==> src/rtl/popcount_ternary_acc_if.sv <==
// popcount_ternary_acc_if: beat input and result output handshakes of the ternary popcount neuron
interface popcount_ternary_acc_if #(
   parameter int WIDTH = 5,
   parameter int ACC_W = 8
);
   logic                    in_valid;
   logic                    in_ready;
   logic [WIDTH-1:0]        in_data;
   logic                    in_neg;
   logic                    in_last;
   logic                    in_approx;
   logic signed [ACC_W:0]   threshold;
   logic                    out_valid;
   logic                    out_ready;
   logic signed [ACC_W:0]   out_sum;
   logic                    out_act;
   logic [7:0]              out_beats;

   modport master (
      output in_valid, in_data, in_neg, in_last, in_approx, threshold, out_ready,
      input  in_ready, out_valid, out_sum, out_act, out_beats
   );

   modport slave (
      input  in_valid, in_data, in_neg, in_last, in_approx, threshold, out_ready,
      output in_ready, out_valid, out_sum, out_act, out_beats
   );
endinterface

==> src/rtl/popcount_ternary_acc.sv <==
// popcount_ternary_acc: accumulates signed-weight popcounts of activation beats into one thresholded neuron result
module popcount_ternary_acc #(
   parameter int WIDTH       = 5,
   parameter int ACC_W       = 8,
   parameter int APPROX_DROP = 2
) (
   input logic                   clk,
   input logic                   rst_n,
   popcount_ternary_acc_if.slave bus
);
   localparam int CW = $clog2(WIDTH + 1);

   typedef enum logic [1:0] {IDLE, ACCUM, DONE} state_t;

   state_t                state;
   state_t                state_nxt;
   logic                  live;
   logic                  mode;
   logic                  mode_use;
   logic signed [ACC_W:0] thr;
   logic [ACC_W-1:0]      pos_acc;
   logic [ACC_W-1:0]      neg_acc;
   logic [ACC_W-1:0]      pos_base;
   logic [ACC_W-1:0]      neg_base;
   logic [ACC_W-1:0]      pos_nxt;
   logic [ACC_W-1:0]      neg_nxt;
   logic [ACC_W:0]        add_sum;
   logic [7:0]            beats;
   logic [7:0]            beats_base;
   logic [7:0]            beats_nxt;
   logic [CW-1:0]         pc_exact;
   logic [CW-1:0]         pc_approx;
   logic [CW-1:0]         cnt;
   logic signed [ACC_W:0] diff;
   logic                  fire;
   logic                  first;

   assign fire  = bus.in_valid & bus.in_ready;
   assign first = state == IDLE;
   assign diff  = $signed({1'b0, pos_acc}) - $signed({1'b0, neg_acc});

   // beat popcount; the first beat of a neuron uses the live mode bit, later beats the latched one
   always_comb begin
      pc_exact  = '0;
      pc_approx = CW'(APPROX_DROP / 2);
      for (int i = 0; i < WIDTH; i++) begin
         pc_exact = pc_exact + CW'(bus.in_data[i]);
         if (i >= APPROX_DROP) pc_approx = pc_approx + CW'(bus.in_data[i]);
      end
      mode_use = first ? bus.in_approx : mode;
      cnt      = mode_use ? pc_approx : pc_exact;
   end

   // saturating update of the selected accumulator, starting from zero on the first beat
   always_comb begin
      pos_base   = first ? '0 : pos_acc;
      neg_base   = first ? '0 : neg_acc;
      beats_base = first ? '0 : beats;
      add_sum    = {1'b0, bus.in_neg ? neg_base : pos_base} + (ACC_W + 1)'(cnt);
      pos_nxt    = bus.in_neg ? pos_base : (add_sum[ACC_W] ? '1 : add_sum[ACC_W-1:0]);
      neg_nxt    = bus.in_neg ? (add_sum[ACC_W] ? '1 : add_sum[ACC_W-1:0]) : neg_base;
      beats_nxt  = &beats_base ? beats_base : beats_base + 8'd1;
   end

   // datapath registers; live keeps in_ready low until the first edge after reset release
   always_ff @(posedge clk or negedge rst_n) begin
      if (!rst_n) begin
         live    <= 1'b0;
         mode    <= 1'b0;
         thr     <= '0;
         pos_acc <= '0;
         neg_acc <= '0;
         beats   <= '0;
      end else begin
         live <= 1'b1;
         if (fire) begin
            pos_acc <= pos_nxt;
            neg_acc <= neg_nxt;
            beats   <= beats_nxt;
            if (first) begin
               mode <= bus.in_approx;
               thr  <= bus.threshold;
            end
         end
      end
   end

   // state register
   always_ff @(posedge clk or negedge rst_n) begin
      if (!rst_n) state <= IDLE;
      else state <= state_nxt;
   end

   // next state: beats advance toward DONE, the result handshake returns to IDLE
   always_comb begin
      state_nxt = state == DONE ? (bus.out_ready ? IDLE : DONE)
                : fire ? (bus.in_last ? DONE : ACCUM) : state;
   end

   // outputs are only meaningful in DONE and forced to zero elsewhere
   always_comb begin
      bus.in_ready  = live & (state != DONE);
      bus.out_valid = state == DONE;
      bus.out_sum   = state == DONE ? diff : '0;
      bus.out_act   = (state == DONE) & (diff >= thr);
      bus.out_beats = state == DONE ? beats : '0;
   end
endmodule
==> src/flat_wrapper.sv <==
// flat-port wrapper written by rule: the top's interface ports become plain ports
module popcount_ternary_acc_flat 
#(
   parameter int WIDTH       = 5,
   parameter int ACC_W       = 8,
   parameter int APPROX_DROP = 2
)
  (clk, rst_n, bus_in_valid, bus_in_data, bus_in_neg, bus_in_last, bus_in_approx, bus_threshold, bus_out_ready, bus_in_ready, bus_out_valid, bus_out_sum, bus_out_act, bus_out_beats);
  popcount_ternary_acc_if #(.WIDTH(WIDTH), .ACC_W(ACC_W)) bus_i ();
  input logic clk;
  input logic rst_n;
  input wire logic [$bits(bus_i.in_valid)-1:0] bus_in_valid;
  input wire logic [$bits(bus_i.in_data)-1:0] bus_in_data;
  input wire logic [$bits(bus_i.in_neg)-1:0] bus_in_neg;
  input wire logic [$bits(bus_i.in_last)-1:0] bus_in_last;
  input wire logic [$bits(bus_i.in_approx)-1:0] bus_in_approx;
  input wire logic [$bits(bus_i.threshold)-1:0] bus_threshold;
  input wire logic [$bits(bus_i.out_ready)-1:0] bus_out_ready;
  output wire logic [$bits(bus_i.in_ready)-1:0] bus_in_ready;
  output wire logic [$bits(bus_i.out_valid)-1:0] bus_out_valid;
  output wire logic [$bits(bus_i.out_sum)-1:0] bus_out_sum;
  output wire logic [$bits(bus_i.out_act)-1:0] bus_out_act;
  output wire logic [$bits(bus_i.out_beats)-1:0] bus_out_beats;
  assign bus_i.in_valid = bus_in_valid;
  assign bus_i.in_data = bus_in_data;
  assign bus_i.in_neg = bus_in_neg;
  assign bus_i.in_last = bus_in_last;
  assign bus_i.in_approx = bus_in_approx;
  assign bus_i.threshold = bus_threshold;
  assign bus_i.out_ready = bus_out_ready;
  assign bus_in_ready = bus_i.in_ready;
  assign bus_out_valid = bus_i.out_valid;
  assign bus_out_sum = bus_i.out_sum;
  assign bus_out_act = bus_i.out_act;
  assign bus_out_beats = bus_i.out_beats;
  popcount_ternary_acc #(.WIDTH(WIDTH), .ACC_W(ACC_W), .APPROX_DROP(APPROX_DROP)) u_core (.clk(clk), .rst_n(rst_n), .bus(bus_i));
endmodule
==> config.mk <==
export PLATFORM = sky130hd
export DESIGN_NAME = popcount_ternary_acc_flat
export DESIGN_NICKNAME = d
export VERILOG_FILES = /design/src/rtl/popcount_ternary_acc_if.sv /design/src/rtl/popcount_ternary_acc.sv /design/src/flat_wrapper.sv
export SDC_FILE = /design/constraint.sdc
export NUM_CORES = 1
export LEC_CHECK = 0
export ABC_CLOCK_PERIOD_IN_PS = 3600
export BUFFER_PORTS_ARGS = -buffer_cell sky130_fd_sc_hd__buf_2
export CELL_PAD_IN_SITES_DETAIL_PLACEMENT = 1
export CELL_PAD_IN_SITES_GLOBAL_PLACEMENT = 2
export CORE_UTILIZATION = 36
export DETAILED_ROUTE_END_ITERATION = 10
export MAX_ROUTING_LAYER = met4
export PLACE_DENSITY_LB_ADDON = 0.12
export SYNTH_ARGS = -nofsm -noshare
export SYNTH_HDL_FRONTEND = slang
export SYNTH_SLANG_ARGS = --single-unit
export TNS_END_PERCENT = 1
==> constraint.sdc <==
create_clock -name clk -period 3.6 [get_ports clk]
set_input_delay 0.36 -clock clk [delete_from_list [all_inputs] [get_ports clk]]
set_output_delay 0.36 -clock clk [all_outputs]
set_load 0.02 [all_outputs]
==> Word-level counts from Yosys, hierarchy flattened <==
Index checks and enable logic that the tools add are counted.
{ "totals": {"regBits": 37, "in_bits": 21, "out_inout_bits": 20, "elab_cells": 43} }
{ "classes": {"addsub": 10, "n_lt_le_gt_ge": 1, "eq_ne": 2, "mux": 16, "bitwise": 3, "n_reduce_logical": 4} }
{ "ops": {"columns": ["operator", "count"], "rows": [
  ["2-to-1 mux 8 bit", 9],
  ["adder 3 x 1 -> 3 bit", 5],
  ["adder 8 x 3 -> 9 bit", 1],
  ["greater-or-equal comparator 9 bit", 1],
  ["2-to-1 mux 9 bit", 1],
  ["subtractor 8 x 8 -> 9 bit", 1],
  ["adder 8 x 1 -> 8 bit, second input constant", 1],
  ["2-to-1 mux 2 bit", 4],
  ["AND reduction 8 bit", 1],
  ["AND 1 bit", 3],
  ["2-to-1 mux 3 bit", 1],
  ["adder 1 x 1 -> 2 bit", 1],
  ["adder 1 x 1 -> 2 bit, first input constant", 1],
  ["== test 2 bit, second input constant", 1],
  ["logical NOT 2 bit", 1],
  ["inequality test 2 bit, second input constant", 1],
  ["AND reduction 2 bit", 1],
  ["nonzero test 2 bit", 1],
  ["2-to-1 mux 1 bit", 1]
]} }

==> Longest topological paths before layout <==
{ "depth": {"ltp_word": 8, "mapped_depth": 15, "ltp_nobuf": 15} }

==> Least setup slack after synthesis <==
No wires, ideal clock.
{ "synth_timing": {"path_type": "input -> register", "startpoint": "in bus_in_data[0]", "endpoint": "reg u_core.neg_acc[6]", "setup_ns": 0.123, "arrival_ns": 3.563, "required_time_ns": 3.477, "setup_slack_ns": -0.086, "cell_stages": 14, "n_path_buf": 0, "path_cell_list": "ha_1 > inv_1 > fa_1 > inv_1 > ha_1 > fa_1 > mux2_2 > inv_1 > fa_1 > nand2b_1 > a2111oi_4 > and2b_1 > nand4_1 > o221a_1"} }
{ "synth_between": {"elab_chain_cells": 8} }
{ "synth_lines": {"columns": ["element", "line", "source"], "rows": [
  ["start: declaration", "flat_wrapper.sv:13", "input wire logic [$bits(bus_i.in_data)-1:0] bus_in_data;"],
  ["adder 1 x 1 -> 2 bit", "popcount_ternary_acc.sv:47", "pc_exact = pc_exact + CW'(bus.in_data[i]);"],
  ["adder 3 x 1 -> 3 bit (3 in series)", "popcount_ternary_acc.sv:47", null],
  ["2-to-1 mux 3 bit", "popcount_ternary_acc.sv:51", "cnt = mode_use ? pc_approx : pc_exact;"],
  ["adder 8 x 3 -> 9 bit", "popcount_ternary_acc.sv:59", "add_sum = {1'b0, bus.in_neg ? neg_base : pos_base} + (ACC_W + 1)'(cnt);"],
  ["2-to-1 mux 8 bit (2 in series)", "popcount_ternary_acc.sv:61", "neg_nxt = bus.in_neg ? (add_sum[ACC_W] ? '1 : add_sum[ACC_W-1:0]) : neg_base;"],
  ["end signal: assignment", "popcount_ternary_acc.sv:78", "neg_acc <= neg_nxt;"],
  ["end: declaration", "popcount_ternary_acc.sv:22", "logic [ACC_W-1:0] neg_acc;"]
]} }
Every way passes these cells.
A chain may end at the register's enable or synchronous reset.

==> Worst setup path in the final report <==
{ "layout_timing": {"startpoint": "reg u_core.neg_acc[1]", "endpoint": "out bus_out_act"} }
{ "layout_between": {"elab_chain_cells": 3} }
{ "layout_lines": {"columns": ["element", "line", "source"], "rows": [
  ["subtractor 8 x 8 -> 9 bit", "popcount_ternary_acc.sv:40", "assign diff = $signed({1'b0, pos_acc}) - $signed({1'b0, neg_acc});"],
  ["greater-or-equal comparator 9 bit", "popcount_ternary_acc.sv:105", "bus.out_act = (state == DONE) & (diff >= thr);"],
  ["AND 1 bit", "popcount_ternary_acc.sv:105", null],
  ["end: declaration", "flat_wrapper.sv:22", "output wire logic [$bits(bus_i.out_act)-1:0] bus_out_act;"]
]} }
Every way passes these cells.

==> impl_metrics.ini <==
[grt]
grt_max_degree = 38
grt_pass1_wl_um = 12400
antenna_found_initial = 0
grt_pass1_vias = 2492
grt_use_total_pct = 19.6
grt_overflow_total = 0

[critical_path]
arrival_ns = 3.12
r2r_slack_ns = 0.37
cp-start-kind = register
path_max_fanout = 3
cp.required_ns = 3.24
end_kind = primary output
timing.rr.start = u_core.state[0]
regToRegEndpoint = u_core.pos_acc[6]
critical_path_class = reg2out
r2r_cells = 12

[sta]
finalSetupViolations = 0
finalCritPeriodShare_pct = 96.7
finClkSkew_ns = 0.0106
relSlewSlack_pct = 37.4
period_needed_ns = 3.48
rsz0062_at_grt = yes
hold_violations = 0
tightest_slew_ns = 0.936
clock.fmax_mhz = 287
drv_slew = 0

[final_layout]
diodes = 0
area_growth_pct = 20.7
multi_input_area_mm2 = 0.00176
seqCellArea_um2 = 926
nNetsFinal = 401
final_cell_mix = 39 x buf_2, 37 x dfrtp_1, 30 x inv_1
fillers = 870
layout_commonest_cell = buf_2
layout-drive-gt1-share_pct = 25.9
fin_cells = 451

[clocking]
cts_hold_buf = 0
numCtsBuffers = 5
cts_num_sinks = 37
clockBufferDepth = 2
root_buffer = clkbuf_8
cts_tree = built
insertion_delay_ns = 0.29
clk_pin_slew_ns = 0.09
h-tree-depth = 2

[place]
place_inst = 439
place.detailed.hpwl_um = 5460
port_buffers = 40
place_congestion = 0.816

[floorplanning]
pin_count = 41
std_cell_rows = 31
core_mm2 = 0.00737
die_area_mm2 = 0.00811
start_util_pct = 37.9
die_y_um = 90.1
die_x_um = 90.1

[run]
maxCapViolCount = 0

[power_and_ir_drop]
ir_drop_uv = 245
intPower_uw = 1610
powerDensity_mw_per_mm2 = 803
p_total_uw = 2710
clkPwrFrac_pct = 16.1
power_switching_uw = 1090
seqPwrFrac_pct = 23.5
swShare_pct = 40.4
p_comb_share_pct = 60.4
p_leak_uw = 0.00160

[synth]
syn-num-nets = 351
synth_edf_count = 0
yosysSeqAreaShare_pct = 33.2
syn_inst = 301
yosys_warnings = 0
synth_area_leaders = dfrtp_1 33%, ha_1 11%, mux2_2 5.2%
synth_top_area_share_pct = 33.2
ys_types = 45
avgSynthCellArea_um2 = 9.27
dominantRegCellSynth = dfrtp_1
synth_top_area_cell = dfrtp_1
synthArstFlopShare_pct = 100
ys_ff_latch = 37
mappedNetlistArea_mm2 = 0.00279

[route]
wl_per_cell_um = 16.1
drc_errors = 0
drt-total-wl_um = 7260
drtAntennaViolNets = 0
via_per_inst = 5.24
drtIter0Drc = 92
num_vias = 2363
drt_first_pass_iters = 4

[hold_path]
hold_path_class = in2async

[outcome]
status = finished, final reports clean
per-stage QoR:
stage,hold slack [ns],area [um^2],util [%],setup TNS (ns),setup slack (ns)
after floorplan,0.0644,2800,-,0,0.00977
after global placement,0.490,3140,42.5,-1.02,-0.109
after detailed placement,0.496,3140,42.5,-2.74,-0.270
after CTS,0.244,3310,44.9,0,0.0302
after global routing,0.244,3370,45.7,-0.0295,-0.0226
final,0.211,3370,45.7,0,0.119
worst max-delay path by stage:
stage	startpoint	to	slack, ns
3_5_place_dp	bus_in_data[0]	u_core.neg_acc[5]	-0.27
3_3_place_gp	bus_in_data[0]	u_core.pos_acc[6]	-0.11
6_report	u_core.neg_acc[1]	bus_out_act	0.12
2_1_floorplan	bus_in_data[0]	u_core.neg_acc[6]	0.01
4_1_cts	bus_in_data[0]	u_core.neg_acc[5]	0.03
5_1_grt	u_core.neg_acc[0]	bus_out_act	-0.02
power groups by stage:
stage	clock, uW	sequential (uW)	combinational, uW
final	435	637	1630
after detailed placement	0	643	1470
after CTS	446	635	1570
after global placement	0	640	1430
after global routing	462	655	1850
after floorplan	0	611	1110
state kept, by name (all words and copies together), names as in the netlist:
signal	count
u_core.neg_acc	8
u_core.beats	8
u_core.state	2
u_core.pos_acc	8
u_core.live	1
u_core.mode	1
u_core.thr	9
layer usage:
| layer | part of all wire [%] | global-route usage, % | up-vias |
|---|---|---|---|
| met5 | 0 | - | - |
| li1 | - | - | 1150 |
| met4 | 0.29 | 3.23 | 0 |
| met1 | 47 | 25.2 | 1181 |
| met2 | 50 | 33.2 | 30 |
| met3 | 2.2 | 2.62 | 2 |
worst max-delay path, cell delays in order, from the launching register on:
cell	delay, ns
dfrtp_1	0.40
inv_1	0.11
ha_1	0.24
nor2b_1	0.15
o31a_1	0.27
o41a_1	0.36
nor3_2	0.16
nor2_1	0.07
ha_1	0.17
or3_4	0.39
a211oi_2	0.15
o21ai_1	0.11
o211a_1	0.14
buf_6	0.13
synth_stat cells, types with 8 or more instances:
cell type and count:
nor2_1 26, and2_1 16, inv_1 32, ha_1 24, nand2_1 25, mux2i_1 9, mux2_2 13, a21oi_1 8
dfrtp_1 37, o21ai_0 12
final cells by class:
| type | instances | share of cell area, % |
|---|---|---|
| Multi-Input combinational cell | 222 | 52.3 |
| Sequential cell | 37 | 27.5 |
| Timing Repair Buffer | 53 | 9.02 |
| Tap cell | 99 | 3.68 |
| Inverter | 32 | 3.56 |
| Clock buffer | 5 | 2.04 |
| Clock inverter | 3 | 1.93 |
repair_timing:
| action | in CTS | in global routing |
|---|---|---|
| setup buffers | 2 | 2 |
| gates cloned | 0 | 0 |
| pin swaps | 6 | 10 |
| gates resized for setup | 8 | 12 |
| endpoints found under the setup margin | 1 | 14 |
cell families after synthesis:
group           share of synthesized area, %
simple gates                            16.1
compound gates                          18.0
buf+inv                                 6.28
flops                                   33.2
fa+ha+maj                               14.3
mux                                     8.47
xor+xnor                                3.45
other cells                            0.134
Power figures use the tool's default switching activity.
